<file path="config.mk">
export PLATFORM = sky130hd
export DESIGN_NAME = mem_port_arb_flat
export DESIGN_NICKNAME = d
export VERILOG_FILES = /design/src/rtl/mem_port_arb_if.sv /design/src/rtl/mem_port_arb.sv /design/src/flat_wrapper.sv
export SDC_FILE = /design/constraint.sdc
export NUM_CORES = 1
export LEC_CHECK = 0
export ABC_AREA = 0
export CORE_AREA = 2 2 135 137
export CTS_CLUSTER_DIAMETER = 80
export DETAILED_ROUTE_END_ITERATION = 8
export DIE_AREA = 0 0 137 139
export PLACE_DENSITY = 0.63
export SKIP_LAST_GASP = 1
export SLEW_MARGIN = 25
export SYNTH_ARGS = -nofsm -noshare
export SYNTH_HDL_FRONTEND = slang
export SYNTH_SLANG_ARGS = --single-unit
</file>
<file path="constraint.sdc">
create_clock -name clock -period 8.45 [get_ports clock]
set_input_delay 2.535 -clock clock [delete_from_list [all_inputs] [get_ports clock]]
set_output_delay 2.535 -clock clock [all_outputs]
set_load 0.1 [all_outputs]
</file>
<file path="src/rtl/mem_port_arb_if.sv">
// Bundles the cache-side request/return signals and the shared main-memory port
// handled by mem_port_arb.
interface mem_port_arb_if #(
  parameter int NPORTS         = 3,
  parameter int ADDR_WIDTH     = 32,
  parameter int DATA_WIDTH     = 32,
  parameter int BURSTLEN_WIDTH = 3
);
  logic [NPORTS*ADDR_WIDTH-1:0]     c_addr;
  logic [NPORTS*BURSTLEN_WIDTH-1:0] c_burst_len;
  logic [NPORTS*DATA_WIDTH-1:0]     c_data_in;
  logic [NPORTS-1:0]                c_rd;
  logic [NPORTS-1:0]                c_wr;
  logic [NPORTS-1:0]                c_waitrequest;
  logic [DATA_WIDTH-1:0]            c_data_out;
  logic [NPORTS-1:0]                c_rd_valid;

  logic [ADDR_WIDTH-1:0]            mm_addr;
  logic [BURSTLEN_WIDTH-1:0]        mm_burst_len;
  logic [DATA_WIDTH-1:0]            mm_data_out;
  logic                             mm_rd;
  logic                             mm_wr;
  logic [DATA_WIDTH-1:0]            mm_data_in;
  logic                             mm_waitrequest;
  logic                             mm_rd_valid;

  logic                             stray_rd_valid;

  // Arbiter view: slave to the caches, master toward memory.
  modport slave (
    input  c_addr, c_burst_len, c_data_in, c_rd, c_wr,
    output c_waitrequest, c_data_out, c_rd_valid,
    output mm_addr, mm_burst_len, mm_data_out, mm_rd, mm_wr,
    input  mm_data_in, mm_waitrequest, mm_rd_valid,
    output stray_rd_valid
  );

  modport master (
    output c_addr, c_burst_len, c_data_in, c_rd, c_wr,
    input  c_waitrequest, c_data_out, c_rd_valid,
    input  mm_addr, mm_burst_len, mm_data_out, mm_rd, mm_wr,
    output mm_data_in, mm_waitrequest, mm_rd_valid,
    input  stray_rd_valid
  );
endinterface

</file>
<file path="src/rtl/mem_port_arb.sv">
// Round-robin arbiter sharing one burst-capable memory port among NPORTS masters,
// locking the port for write bursts and steering read returns via an order FIFO.
module mem_port_arb #(
  parameter int NPORTS          = 3,
  parameter int ADDR_WIDTH      = 32,
  parameter int DATA_WIDTH      = 32,
  parameter int BURSTLEN_WIDTH  = 3,
  parameter int MAX_OUTSTANDING = 4
) (
  input logic           clock,
  input logic           reset,
  mem_port_arb_if.slave bus
);
  localparam int PW = (NPORTS > 1) ? $clog2(NPORTS) : 1;
  localparam int FW = (MAX_OUTSTANDING > 1) ? $clog2(MAX_OUTSTANDING) : 1;

  typedef enum logic {IDLE, WBURST} state_t;

  state_t                    state, state_next;
  logic [PW-1:0]             rr_ptr, rr_next;
  logic [PW-1:0]             owner, owner_next;
  logic [BURSTLEN_WIDTH-1:0] wbeats, wbeats_next;
  logic [PW-1:0]             winner;
  logic                      has_winner;
  logic [NPORTS-1:0]         eligible;
  logic [BURSTLEN_WIDTH-1:0] sel_burst_len;
  logic                      rd_go, wr_go;
  logic                      push, pop;

  logic [PW-1:0]             fifo_port [MAX_OUTSTANDING];
  logic [BURSTLEN_WIDTH-1:0] fifo_len  [MAX_OUTSTANDING];
  logic [FW-1:0]             wr_idx, rd_idx;
  logic [FW:0]               count;
  logic [BURSTLEN_WIDTH-1:0] beat_cnt;
  logic                      fifo_full, fifo_empty;
  logic [PW-1:0]             head_port;

  function automatic logic [PW-1:0] next_port(input logic [PW-1:0] p);
    return (int'(p) == NPORTS - 1) ? '0 : p + PW'(1);
  endfunction

  assign fifo_full  = (count == (FW+1)'(MAX_OUTSTANDING));
  assign fifo_empty = (count == '0);
  assign head_port  = fifo_port[rd_idx];

  // Fullness gates eligibility so that read returns never feed the grant path.
  always_comb begin
    has_winner = 1'b0;
    winner     = '0;
    eligible   = bus.c_wr | (bus.c_rd & {NPORTS{!fifo_full}});
    if (state == WBURST) begin
      has_winner = 1'b1;
      winner     = owner;
    end else begin
      for (int k = 0; k < NPORTS; k++) begin
        if (!has_winner && eligible[(int'(rr_ptr) + k) % NPORTS]) begin
          has_winner = 1'b1;
          winner     = PW'((int'(rr_ptr) + k) % NPORTS);
        end
      end
    end
  end

  always_comb begin
    state_next        = state;
    rr_next           = rr_ptr;
    owner_next        = owner;
    wbeats_next       = wbeats;
    push              = 1'b0;
    rd_go             = 1'b0;
    wr_go             = 1'b0;
    sel_burst_len     = bus.c_burst_len[int'(winner)*BURSTLEN_WIDTH +: BURSTLEN_WIDTH];
    bus.mm_addr       = bus.c_addr[int'(winner)*ADDR_WIDTH +: ADDR_WIDTH];
    bus.mm_burst_len  = sel_burst_len;
    bus.mm_data_out   = bus.c_data_in[int'(winner)*DATA_WIDTH +: DATA_WIDTH];
    bus.c_waitrequest = '1;
    if (has_winner) begin
      bus.c_waitrequest[winner] = bus.mm_waitrequest;
      wr_go = bus.c_wr[winner];
      rd_go = (state == IDLE) && bus.c_rd[winner] && !bus.c_wr[winner];
    end
    bus.mm_wr = wr_go;
    bus.mm_rd = rd_go;
    case (state)
      IDLE: begin
        if (rd_go && !bus.mm_waitrequest) begin
          push    = 1'b1;
          rr_next = next_port(winner);
        end else if (wr_go && !bus.mm_waitrequest) begin
          if (sel_burst_len == '0) begin
            rr_next = next_port(winner);
          end else begin
            owner_next  = winner;
            wbeats_next = sel_burst_len;
            state_next  = WBURST;
          end
        end
      end
      WBURST: begin
        if (wr_go && !bus.mm_waitrequest) begin
          wbeats_next = wbeats - BURSTLEN_WIDTH'(1);
          if (wbeats == BURSTLEN_WIDTH'(1)) begin
            state_next = IDLE;
            rr_next    = next_port(owner);
          end
        end
      end
      default: state_next = IDLE;
    endcase
  end

  always_ff @(posedge clock) begin
    if (reset) begin
      state  <= IDLE;
      rr_ptr <= '0;
      owner  <= '0;
      wbeats <= '0;
    end else begin
      state  <= state_next;
      rr_ptr <= rr_next;
      owner  <= owner_next;
      wbeats <= wbeats_next;
    end
  end

  // Beats arriving with nothing outstanding are dropped and flagged as stray.
  always_comb begin
    bus.c_data_out     = bus.mm_data_in;
    bus.c_rd_valid     = '0;
    bus.stray_rd_valid = 1'b0;
    pop                = 1'b0;
    if (bus.mm_rd_valid) begin
      if (fifo_empty) begin
        bus.stray_rd_valid = 1'b1;
      end else begin
        bus.c_rd_valid[head_port] = 1'b1;
        pop = (beat_cnt == fifo_len[rd_idx]);
      end
    end
  end

  always_ff @(posedge clock) begin
    if (push) begin
      fifo_port[wr_idx] <= winner;
      fifo_len[wr_idx]  <= sel_burst_len;
    end
  end

  always_ff @(posedge clock) begin
    if (reset) begin
      wr_idx   <= '0;
      rd_idx   <= '0;
      count    <= '0;
      beat_cnt <= '0;
    end else begin
      if (push) wr_idx <= wr_idx + FW'(1);
      if (pop) begin
        rd_idx   <= rd_idx + FW'(1);
        beat_cnt <= '0;
      end else if (bus.mm_rd_valid && !fifo_empty) begin
        beat_cnt <= beat_cnt + BURSTLEN_WIDTH'(1);
      end
      case ({push, pop})
        2'b10:   count <= count + (FW+1)'(1);
        2'b01:   count <= count - (FW+1)'(1);
        default: count <= count;
      endcase
    end
  end
endmodule

</file>
<file path="src/flat_wrapper.sv">
// flat-port wrapper written by rule: the top's interface ports become plain ports
module mem_port_arb_flat 
#(
  parameter int NPORTS          = 3,
  parameter int ADDR_WIDTH      = 32,
  parameter int DATA_WIDTH      = 32,
  parameter int BURSTLEN_WIDTH  = 3,
  parameter int MAX_OUTSTANDING = 4
)
  (clock, reset, bus_c_addr, bus_c_burst_len, bus_c_data_in, bus_c_rd, bus_c_wr, bus_c_waitrequest, bus_c_data_out, bus_c_rd_valid, bus_mm_addr, bus_mm_burst_len, bus_mm_data_out, bus_mm_rd, bus_mm_wr, bus_mm_data_in, bus_mm_waitrequest, bus_mm_rd_valid, bus_stray_rd_valid);
  mem_port_arb_if #(.NPORTS(NPORTS), .ADDR_WIDTH(ADDR_WIDTH), .DATA_WIDTH(DATA_WIDTH), .BURSTLEN_WIDTH(BURSTLEN_WIDTH)) bus_i ();
  input logic clock;
  input logic reset;
  input wire logic [$bits(bus_i.c_addr)-1:0] bus_c_addr;
  input wire logic [$bits(bus_i.c_burst_len)-1:0] bus_c_burst_len;
  input wire logic [$bits(bus_i.c_data_in)-1:0] bus_c_data_in;
  input wire logic [$bits(bus_i.c_rd)-1:0] bus_c_rd;
  input wire logic [$bits(bus_i.c_wr)-1:0] bus_c_wr;
  output wire logic [$bits(bus_i.c_waitrequest)-1:0] bus_c_waitrequest;
  output wire logic [$bits(bus_i.c_data_out)-1:0] bus_c_data_out;
  output wire logic [$bits(bus_i.c_rd_valid)-1:0] bus_c_rd_valid;
  output wire logic [$bits(bus_i.mm_addr)-1:0] bus_mm_addr;
  output wire logic [$bits(bus_i.mm_burst_len)-1:0] bus_mm_burst_len;
  output wire logic [$bits(bus_i.mm_data_out)-1:0] bus_mm_data_out;
  output wire logic [$bits(bus_i.mm_rd)-1:0] bus_mm_rd;
  output wire logic [$bits(bus_i.mm_wr)-1:0] bus_mm_wr;
  input wire logic [$bits(bus_i.mm_data_in)-1:0] bus_mm_data_in;
  input wire logic [$bits(bus_i.mm_waitrequest)-1:0] bus_mm_waitrequest;
  input wire logic [$bits(bus_i.mm_rd_valid)-1:0] bus_mm_rd_valid;
  output wire logic [$bits(bus_i.stray_rd_valid)-1:0] bus_stray_rd_valid;
  assign bus_i.c_addr = bus_c_addr;
  assign bus_i.c_burst_len = bus_c_burst_len;
  assign bus_i.c_data_in = bus_c_data_in;
  assign bus_i.c_rd = bus_c_rd;
  assign bus_i.c_wr = bus_c_wr;
  assign bus_c_waitrequest = bus_i.c_waitrequest;
  assign bus_c_data_out = bus_i.c_data_out;
  assign bus_c_rd_valid = bus_i.c_rd_valid;
  assign bus_mm_addr = bus_i.mm_addr;
  assign bus_mm_burst_len = bus_i.mm_burst_len;
  assign bus_mm_data_out = bus_i.mm_data_out;
  assign bus_mm_rd = bus_i.mm_rd;
  assign bus_mm_wr = bus_i.mm_wr;
  assign bus_i.mm_data_in = bus_mm_data_in;
  assign bus_i.mm_waitrequest = bus_mm_waitrequest;
  assign bus_i.mm_rd_valid = bus_mm_rd_valid;
  assign bus_stray_rd_valid = bus_i.stray_rd_valid;
  mem_port_arb #(.NPORTS(NPORTS), .ADDR_WIDTH(ADDR_WIDTH), .DATA_WIDTH(DATA_WIDTH), .BURSTLEN_WIDTH(BURSTLEN_WIDTH), .MAX_OUTSTANDING(MAX_OUTSTANDING)) u_core (.clock(clock), .reset(reset), .bus(bus_i));
endmodule
</file>
==> impl_results.md, run 1 <==
- Crit path time final: 7.84 ns
- Largest net degree at the start of global routing: 62
- Die area: 0.0190 mm²
- Crit Path Category: in2out
- Post-Synth XOR/XNOR Area: under 10%
- Dominant cell type by area after synthesis: mux2i_1
- Port-buffer cells: 286
- Synth warn: 0
- # DRC: 0
- Die H: 139 µm
- Status: complete, no violations
- Commonest cells post-synth: nand2_1 (82), mux2i_1 (68), o21ai_0 (67)
- Post-Syn Area: 0.00388 mm²
- Nets: approximately 960
- Final ANT Viol Nets: 0
- Vias: 4219
- Lkg Pwr: about 0.0027 µW
- Core Footprint: 0.0177 mm²
- Avg Cell Area, Syn: 8.33 µm²
- RR Endpoint: u_core.count[2]
- # diodes: 0
- Sink Count: 40
- Final setup TNS: 0 ns
- Resized cells post-CTS: 0
- Final period utilization: 92.7%
- Share of layout cells above drive strength 1: 15.2%
- RSZ-0062 raised after global routing: false
- Worst setup startpoint: bus_c_wr[0]
- Sequential element share of the synthesized area: between 20% and 30%
- VDD IR max: 277 µV
- First-pass GRT wire length: 25.2 mm
- Ys async rst share: 0%
- R2R setup slack: approximately 4.4 ns
- Die Span X: 137 µm
- 1st-iter DRT viols: 190
- Power density over cell area: approximately 430 mW/mm²
- Row cnt: 49
- Effective utilization at floorplan: 22.0%
- Simple-Gate Fraction of Synth Area: 15.7%
- Worst path depth: 8
- Post-CTS Setup Bufs: 0
- Compound-cell area share of the yosys netlist: 20.5%
- Most frequent cell after synthesis: nand2_1
- Relative slew slack: 36.0%
- Maximum clock frequency: 128 MHz
- # Max-Cap Violations: 0
- Adder-Cell Fraction of Synth Area: 3.74%
- RR Startpoint: u_core.rr_ptr[0]
- Worst setup EP type: output port
- Cell Chain, Critical Path: clkdlybuf4s50_1 -> a31oi_1 -> or3b_1 -> o21ai_4 -> buf_12 -> mux2i_1 -> o21ai_0 -> buf_12
- Ys flop type: edfxtp_1
- Worst path top cell family by delay: buffers and inverters
- Worst Max-Slew Pin Slew: about 0.96 ns
- Clock transition at the registers of the reported paths: around 0.060 ns
- Initial antenna violation count: 1
- Worst EP arrival: 5.30 ns
- CP most frequent cell: buf_12
- Final wirelength: 16.6 mm
- Wirelength per Cell: 17.9 µm
- Worst R2R Path Depth: 16
- TritonCTS clock tree: yes
- Final Setup Violations: 0
- RD Place Congestion: 0.854
- H-tree depth: 2
- HPWL after detailed placement: 14.1 mm
- Filler cells: 1770
- Number of global-route vias before repair: 4389
- CTS Buf Count: 5
- Number of synthesized flops with an enable pin: 20
- Layout area overhead: 91.3%
- Latest clock arrival within the worst-skew pair: 0.27 ns
- Leading post-synthesis cells by cell area: mux2i_1 (18%), edfxtp_1 (15%), dfxtp_1 (10%), o21ai_0 (8.6%), nand2_1 (7.9%)
- Syn Inst Count: 466
- Worst-path fanout max: between 40 and 50
- Hold Vio Cnt, Final: 0
- GRT overflow: 0
- Total GRT Usage: 17.3%
- Longest Clk Path Bufs: 2
- Critical Path Start Type: primary input
- First-pass DRT Iterations: 4
- Min-delay src: u_core.wbeats[1]
- Post-synthesis mux area share: 21.0%
- Worst path bufs/invs: 3
- CTS root buf: clkbuf_16
- #FFs+latches synth: 40
- CP endpoint: bus_mm_data_out[11]
- Syn nets: slightly above 700
- Cts hold-fix bufs: 0
- Worst hold path class: reg2reg
- Setup WS post-layout: 0.615 ns
- Critical Path Slowest Stage Cell: o21ai_0
- Post-Route Skew: roughly 0.0025 ns
- Largest family of logic cells by synthesized area: multiplexers
- Yosys top cell area share: 17.5%
- Largest incremental delay on the critical path: 0.54 ns
- Place WS: 0.617 ns
- Final Slew Violations: 0
- Worst Path Required: 5.92 ns
- Cell variety after synth: 59
- Routed vias/inst: 4.53
- IO Count: 351
==> layout by cell type, fill, tap and decap left out, types with 16 or more instances in the layout <==
cell type / netlist / layout
buf_4: 32 / 20
o21ai_1: 2 / 59
mux2i_1: 68 / 68
inv_1: 17 / 16
nor2_1: 19 / 19
clkdlybuf4s50_1: 0 / 211
edfxtp_1: 20 / 20
dfxtp_1: 20 / 20
nand2_1: 82 / 82
buf_12: 0 / 59
==> where the power goes <==
part	internal, µW	switching, µW	leakage (µW)
clock network	139	68.0	0.0000808
logic	895	1830	0.00228
registers	256	36.4	0.000346
total	1290	1940	0.00271
==> per-stage QoR <==
step,total power (µW),hold WS (ns),std cells,cell area [µm²],utilization [%]
floorplan,2160,0.455,466,3880,-
global placement,3030,0.467,924,7260,41.1
detailed placement,3040,0.476,924,7260,41.1
CTS,3250,0.489,932,7420,42.0
global route,3350,0.498,932,7420,42.0
finish,3230,0.487,932,7420,42.0
==> cell families (layout without fill, tap and decap cells) <==
family | after synthesis | count (layout)
AOI/OAI and AO/OA | 115 | 115
xor gates and xnor gates | 10 | 10
adders and majority gates | 11 | 11
buffers and inverters | 78 | 315
DFF | 40 | 40
muxes | 75 | 75
and+or+nand+nor | 137 | 137
==> state kept, by name (all words and copies together) (netlist names), named ones only <==
signal and cells:
u_core.wr_idx 2, u_core.wbeats 3, u_core.fifo_port 8, u_core.rd_idx 2
u_core.rr_ptr 2, u_core.state 1, u_core.count 3, u_core.owner 2
u_core.fifo_len 12, u_core.beat_cnt 3
==> worst reg2reg max path, delay by kind of cell, from the launching register on <==
family,cells,cell delay (ns)
AND/OR/NAND/NOR,4,1.26
adder cells (fa/ha/maj),3,0.96
AO/OA/AOI/OAI,4,0.77
buffers and inverters,4,0.45
flip-flops,1,0.36
XOR/XNOR,1,0.16
==> worst min-delay path by stage <==
stage | to | slack, ns | cells past startpoint
after CTS | u_core.wbeats[1] | 0.49 | 1
after global placement | u_core.rr_ptr[1] | 0.47 | 2
after detailed placement | u_core.wbeats[1] | 0.48 | 1
final | u_core.wbeats[1] | 0.49 | 1
after floorplan | u_core.rr_ptr[1] | 0.45 | 2
after global routing | u_core.wbeats[1] | 0.50 | 1
==> layer usage <==
metal / GRT usage, % / part of all wire, % / vias up / wire length [µm]
met4: 3.91 / 1.8 / 2 / 295
li1: - / - / 2113 / -
met5: 0 / 0.060 / - / 10
met3: 3.44 / 6.6 / 16 / 1100
met1: 20.2 / 38 / 1905 / 6290
met2: 31.9 / 54 / 183 / 8940
==> area by class of cell <==
class | count | area, µm² | share of cell area (%)
Inverter | 17 | 63.8 | 0.860
Multi-Input combinational cell | 348 | 2460 | 33.2
Tap cell | 229 | 287 | 3.86
Timing Repair Buffer | 290 | 3440 | 46.4
Sequential cell | 40 | 1000 | 13.5
Clock buffer | 6 | 129 | 1.74
Clock inverter | 2 | 35.0 | 0.472
(Power assumes the default switching activity.)
==> run 2, diff against run 1 <==
--- a/config.mk
+++ b/config.mk
@@ -6,6 +6,7 @@
 export NUM_CORES = 1
 export LEC_CHECK = 0
 export ABC_AREA = 0
+export CAP_MARGIN = 20
 export CORE_AREA = 2 2 135 137
 export CTS_CLUSTER_DIAMETER = 80
 export DETAILED_ROUTE_END_ITERATION = 8
==> results of run 2 <==
No change in the layout: final DEF, timing and power equal those of run 1.
